`config.mk`:
```
export PLATFORM = sky130hd
export DESIGN_NAME = dmem_access_ctrl
export DESIGN_NICKNAME = d
export VERILOG_FILES = /design/src/rtl/dmem_access_ctrl.sv
export SDC_FILE = /design/constraint.sdc
export NUM_CORES = 1
export LEC_CHECK = 0
export CORE_AREA = 2 2 161 163
export DETAILED_ROUTE_END_ITERATION = 6
export DIE_AREA = 0 0 163 165
export MAX_ROUTING_LAYER = met4
export PLACE_DENSITY = 0.68
export SLEW_MARGIN = 10
export SYNTH_ARGS = -nofsm -noshare
export SYNTH_HDL_FRONTEND = slang
export SYNTH_SLANG_ARGS = --single-unit
```
`constraint.sdc`:
```
create_clock -name clk -period 2.85 [get_ports clk]
set_input_delay 0.285 -clock clk [delete_from_list [all_inputs] [get_ports clk]]
set_output_delay 0.285 -clock clk [all_outputs]
set_load 0.005 [all_outputs]
```
`src/rtl/dmem_access_ctrl.sv`:
```
// Data-memory access sequencer between the MEM stage and the dmem port.
// One access per request: latch, request, wait for response (with watchdog), release.
module dmem_access_ctrl #(
  parameter int unsigned ADDR_W  = 64,
  parameter int unsigned DATA_W  = 64,
  parameter int unsigned TIMEOUT = 255,
  parameter int unsigned CNT_W   = 8
) (
  input  logic                clk,
  input  logic                rstn,
  input  logic                cpu_valid,
  input  logic                cpu_we,
  input  logic [ADDR_W-1:0]   cpu_addr,
  input  logic [DATA_W-1:0]   cpu_wdata,
  input  logic [DATA_W/8-1:0] cpu_wmask,
  output logic                cpu_stall,
  output logic                cpu_done,
  output logic [DATA_W-1:0]   cpu_rdata,
  output logic                cpu_err,
  output logic                mem_req_valid,
  input  logic                mem_req_ready,
  output logic                mem_req_we,
  output logic [ADDR_W-1:0]   mem_req_addr,
  output logic [DATA_W-1:0]   mem_req_wdata,
  output logic [DATA_W/8-1:0] mem_req_wmask,
  input  logic                mem_resp_valid,
  input  logic [DATA_W-1:0]   mem_resp_rdata
);

  localparam int unsigned MASK_W = DATA_W / 8;

  typedef enum logic [1:0] {
    S_IDLE,
    S_REQ,
    S_WAIT,
    S_DONE
  } state_t;

  state_t           state;
  logic [CNT_W-1:0] wait_cnt;

  // Byte offset within the doubleword is dropped; memory always sees aligned requests.
  logic unused_addr_lsb;
  assign unused_addr_lsb = ^cpu_addr[2:0];

  assign cpu_stall = cpu_valid & ~cpu_done;

  always_ff @(posedge clk) begin
    if (!rstn) begin
      state         <= S_IDLE;
      wait_cnt      <= '0;
      cpu_done      <= 1'b0;
      cpu_rdata     <= '0;
      cpu_err       <= 1'b0;
      mem_req_valid <= 1'b0;
      mem_req_we    <= 1'b0;
      mem_req_addr  <= '0;
      mem_req_wdata <= '0;
      mem_req_wmask <= '0;
    end else begin
      cpu_done <= 1'b0;
      case (state)
        S_IDLE: begin
          if (cpu_valid) begin
            mem_req_valid <= 1'b1;
            mem_req_we    <= cpu_we;
            mem_req_addr  <= {cpu_addr[ADDR_W-1:3], 3'b000};
            mem_req_wdata <= cpu_wdata;
            mem_req_wmask <= cpu_we ? cpu_wmask : MASK_W'(0);
            state         <= S_REQ;
          end
        end
        S_REQ: begin
          if (mem_req_ready) begin
            mem_req_valid <= 1'b0;
            wait_cnt      <= '0;
            state         <= S_WAIT;
          end
        end
        S_WAIT: begin
          if (mem_resp_valid) begin
            if (!mem_req_we) begin
              cpu_rdata <= mem_resp_rdata;
            end
            cpu_err  <= 1'b0;
            cpu_done <= 1'b1;
            state    <= S_DONE;
          end else begin
            wait_cnt <= wait_cnt + CNT_W'(1);
            // Watchdog: abort after TIMEOUT cycles without a response.
            if (wait_cnt == CNT_W'(TIMEOUT - 1)) begin
              cpu_err   <= 1'b1;
              cpu_rdata <= '0;
              cpu_done  <= 1'b1;
              state     <= S_DONE;
            end
          end
        end
        S_DONE: begin
          state <= S_IDLE;
        end
        default: begin
          state <= S_IDLE;
        end
      endcase
    end
  end

endmodule

```
==> metrics.csv <==
stage;metric;value;unit
outcome;outcome;finished, final reports clean;
sta;rsz0062_at_grt;false;
detailed_routing;routed-via-count;7787;
place;io_buffers;404;
sta;fin_worst_skew;0.00938;ns
final_layout;fin_area;12700;um^2
synth;ys_ff_latch;211;
detailed_routing;dr.pass1.iters;4;
worst_hold_path;min-delay-path-class;in2reg;
cts;clock-root-buffer;clkbuf_16;
sta;fin_setup_tns;0;ns
die;initial_core_util;0.308;
detailed_routing;drtIter0Drc;480;
setup_path;cp-startpoint;state[0];
cts;postCtsHoldBufs;0;
sta;setup_ws;0.899;ns
sta;relSlewSlack;0.580;
synth;syn_area;7700;um^2
sta;report.final.slew_viol_count;0;
detailed_routing;routed_wl;26.0;mm
final_layout;drive_above_1_share;0.0470;
grt;grt_pass1_wl;38.7;mm
cts;ctsResizeCount;0;
cts;clk_pin_slew;0.06;ns
setup_path;cp_top_family;simple AND/OR/NAND/NOR gates;
detailed_routing;wire_per_inst;15.6;um
sta;hold_viol;0;
sta;fmax;0.512;GHz
detailed_routing;ant_nets;0;
power;p_sw;2.94;mW
synth;synth_edf_count;0;
power;ir_drop;0.467;mV
synth;ys_types;41;
cts;cts_num_sinks;211;
die;core;25000;um^2
power;combPwrFrac;0.315;
synth;ys_async_sr_fraction;0;
grt;gr-total-overflow;0;
power;power_frac_seq;0.380;
setup_path;critPathMaxFanout;46;
die;die_area;26900;um^2
synth;synth.yosys.seq_area_share;0.548;
setup_path;critical_path.most_common_cell;nand2_1;
power;swShare;0.307;
setup_path;regToRegStartpoint;state[0];
synth;ys_top_cells_by_area;dfxtp_1, nand2_1, a21oi_1;
cts;cts_tree;built;
die;io_pins;411;
setup_path;max_stage_delay;0.44;ns
grt;grt_usage;0.185;
die;die_h;165;um
final_layout;fin_cells;1670;
power;pwr-share-clk;0.305;
worst_hold_path;worstHoldStart;cpu_wdata[24];
cts;clk_path_buf_depth;3;
power;powerDensity;753;nW/um^2
power;p_int;6.65;mW
synth;syn_inst;955;
final_layout;layout.nets;1537;
setup_path;critPathBufInv;3;
final_layout;area_growth;65.4;%
grt;grt_pass1_vias;7353;
cts;postCtsSetupBuffers;0;
synth;synth_area_per_cell;8.07;um^2
place;placed_area;12000;um^2
synth;yosysWarningCount;0;
detailed_routing;viasPerCell;4.66;
grt;grt_max_degree;96;
synth;synth-main-ff-cell;dfxtp_1;
cts;ctsHtreeMaxLevel;1;
setup_path;start_kind;register;
synth;yosysTopAreaCellShare;0.548;
cts;numCtsBuffers;24;
place;place.gp.congestion;0.814;
setup_path;cp.required;3.28;ns
place;placed_cells_incl_taps;1629;
setup_path;cp_cell_sequence;inv_1 -> ha_1 -> buf_4 -> nand2_1 -> nor2_4 -> buf_12 -> nand2_1 -> a21oi_1;
final_layout;antenna_cells;0;
setup_path;slowest_stage;nor2_4;
cts;insertion_delay;0.51;ns
run;max_cap_viol_count;0;
die;rows;58;
place;dp_hpwl;18.3;mm
setup_path;cp-end-kind;register;
synth;synth_area_leader_cell;dfxtp_1;
sta;worstMarginPinSlew;0.626;ns
setup_path;critPathKind;reg2reg;
place;dp_worst_setup_slack;0.711;ns
sta;period_share;0.685;
setup_path;worstPathArrival;2.38;ns
detailed_routing;drc;0;
power;total_leakage_power;4.50;nW
sta;setup_viol;0;
sta;final.min_clock_period;1.95;ns
die;die_x;163;um
grt;antenna_found_initial;0;
==> final timing paths <==
kind / end / slack, ns / cells after the start
max reg2reg: cpu_rdata[38] / 0.90 / 8
min: mem_req_wdata[24] / 0.32 / 3
min reg2reg: mem_req_addr[48] / 0.45 / 2
max: cpu_rdata[38] / 0.90 / 8
==> through the flow <==
| step | power (mW) | utilization | hold slack [ns] |
|---|---|---|---|
| floorplan | 5.11 | - | 0.420 |
| global placement | 6.72 | 0.479 | 0.438 |
| detailed placement | 6.76 | 0.479 | 0.446 |
| CTS | 9.74 | 0.509 | 0.296 |
| global route | 10.2 | 0.509 | 0.307 |
| finish | 9.60 | 0.509 | 0.318 |
==> state kept, by name, indices dropped and copies added (netlist names) <==
signal	flops
cpu_done	1
cpu_err	1
mem_req_wmask	8
mem_req_wdata	64
mem_req_valid	1
state	2
mem_req_we	1
cpu_rdata	64
wait_cnt	8
mem_req_addr	61
==> cell families after synthesis <==
family,Yosys count,synth area share
other cells,1,0.000487
xor+xnor,6,0.00682
buf+inv,82,0.0538
mux,3,0.00455
simple gates,370,0.191
fa+ha+maj,6,0.00974
compound gates,276,0.185
flops,211,0.548
==> worst reg2reg max path, cell delays in order (launching register included) <==
cell and delay [ns]:
dfxtp_1 0.32, inv_1 0.10, ha_1 0.18, buf_4 0.17, nand2_1 0.13, nor2_4 0.44
buf_12 0.31, nand2_1 0.10, a21oi_1 0.13
==> synthesized netlist by cell type (2+ instances only) <==
cell / number
a21oi_1: 202
and2_1: 2
buf_2: 26
buf_4: 5
buf_6: 6
clkbuf_1: 32
clkbuf_2: 4
dfxtp_1: 211
ha_1: 6
inv_1: 6
nand2_1: 335
nand3_1: 10
nand4_1: 2
nor2_1: 9
nor2b_1: 2
nor3_1: 4
nor4_2: 2
o21ai_0: 24
o21ai_1: 39
o21ai_2: 3
xnor2_1: 4
xor2_1: 2
==> placed cells by master, fill, tap and decap left out, types with 2 or more instances in the layout <==
| cell | Yosys | layout |
|---|---|---|
| clkbuf_1 | 32 | 6 |
| o21ai_2 | 3 | 3 |
| buf_12 | 0 | 8 |
| a21oi_1 | 202 | 202 |
| clkbuf_16 | 0 | 25 |
| dfxtp_1 | 211 | 211 |
| xor2_1 | 2 | 2 |
| clkdlybuf4s50_1 | 0 | 404 |
| inv_1 | 6 | 5 |
| clkinv_2 | 0 | 4 |
| o21ai_1 | 39 | 39 |
| o21ai_0 | 24 | 24 |
| clkbuf_8 | 0 | 6 |
| nor2_1 | 9 | 9 |
| xnor2_1 | 4 | 4 |
| nor4_2 | 2 | 2 |
| buf_4 | 5 | 5 |
| ha_1 | 6 | 6 |
| nand2_1 | 335 | 334 |
| nor3_1 | 4 | 4 |
| nor2b_1 | 2 | 2 |
| nand4_1 | 2 | 2 |
| nand3_1 | 10 | 10 |
| conb_1 | 1 | 3 |
==> layer usage <==
layer  global-route usage  part of all wire
met4               0.0599             0.027
met3               0.0432             0.075
met1                0.219              0.41
met2                0.312              0.49
met5                    -                 0
==> power by group through the flow <==
stage / clock network, mW / registers, mW / logic, mW
2_1_floorplan: 0 / 3.73 / 1.38
3_3_place_gp: 0 / 3.68 / 3.04
3_5_place_dp: 0 / 3.71 / 3.06
4_1_cts: 3.02 / 3.65 / 3.07
5_1_grt: 3.13 / 3.70 / 3.32
6_report: 2.93 / 3.65 / 3.02
==> area by class of cell <==
class	count	area [um^2]
fillers	2355	12300
clock inverters	4	20.0
well taps	330	413
flip-flops and latches	211	4220
multi-input cells	664	3080
repair buffers	417	4240
clock buffers	37	731
inverters	7	31.3
Power figures use the tool's default switching activity.
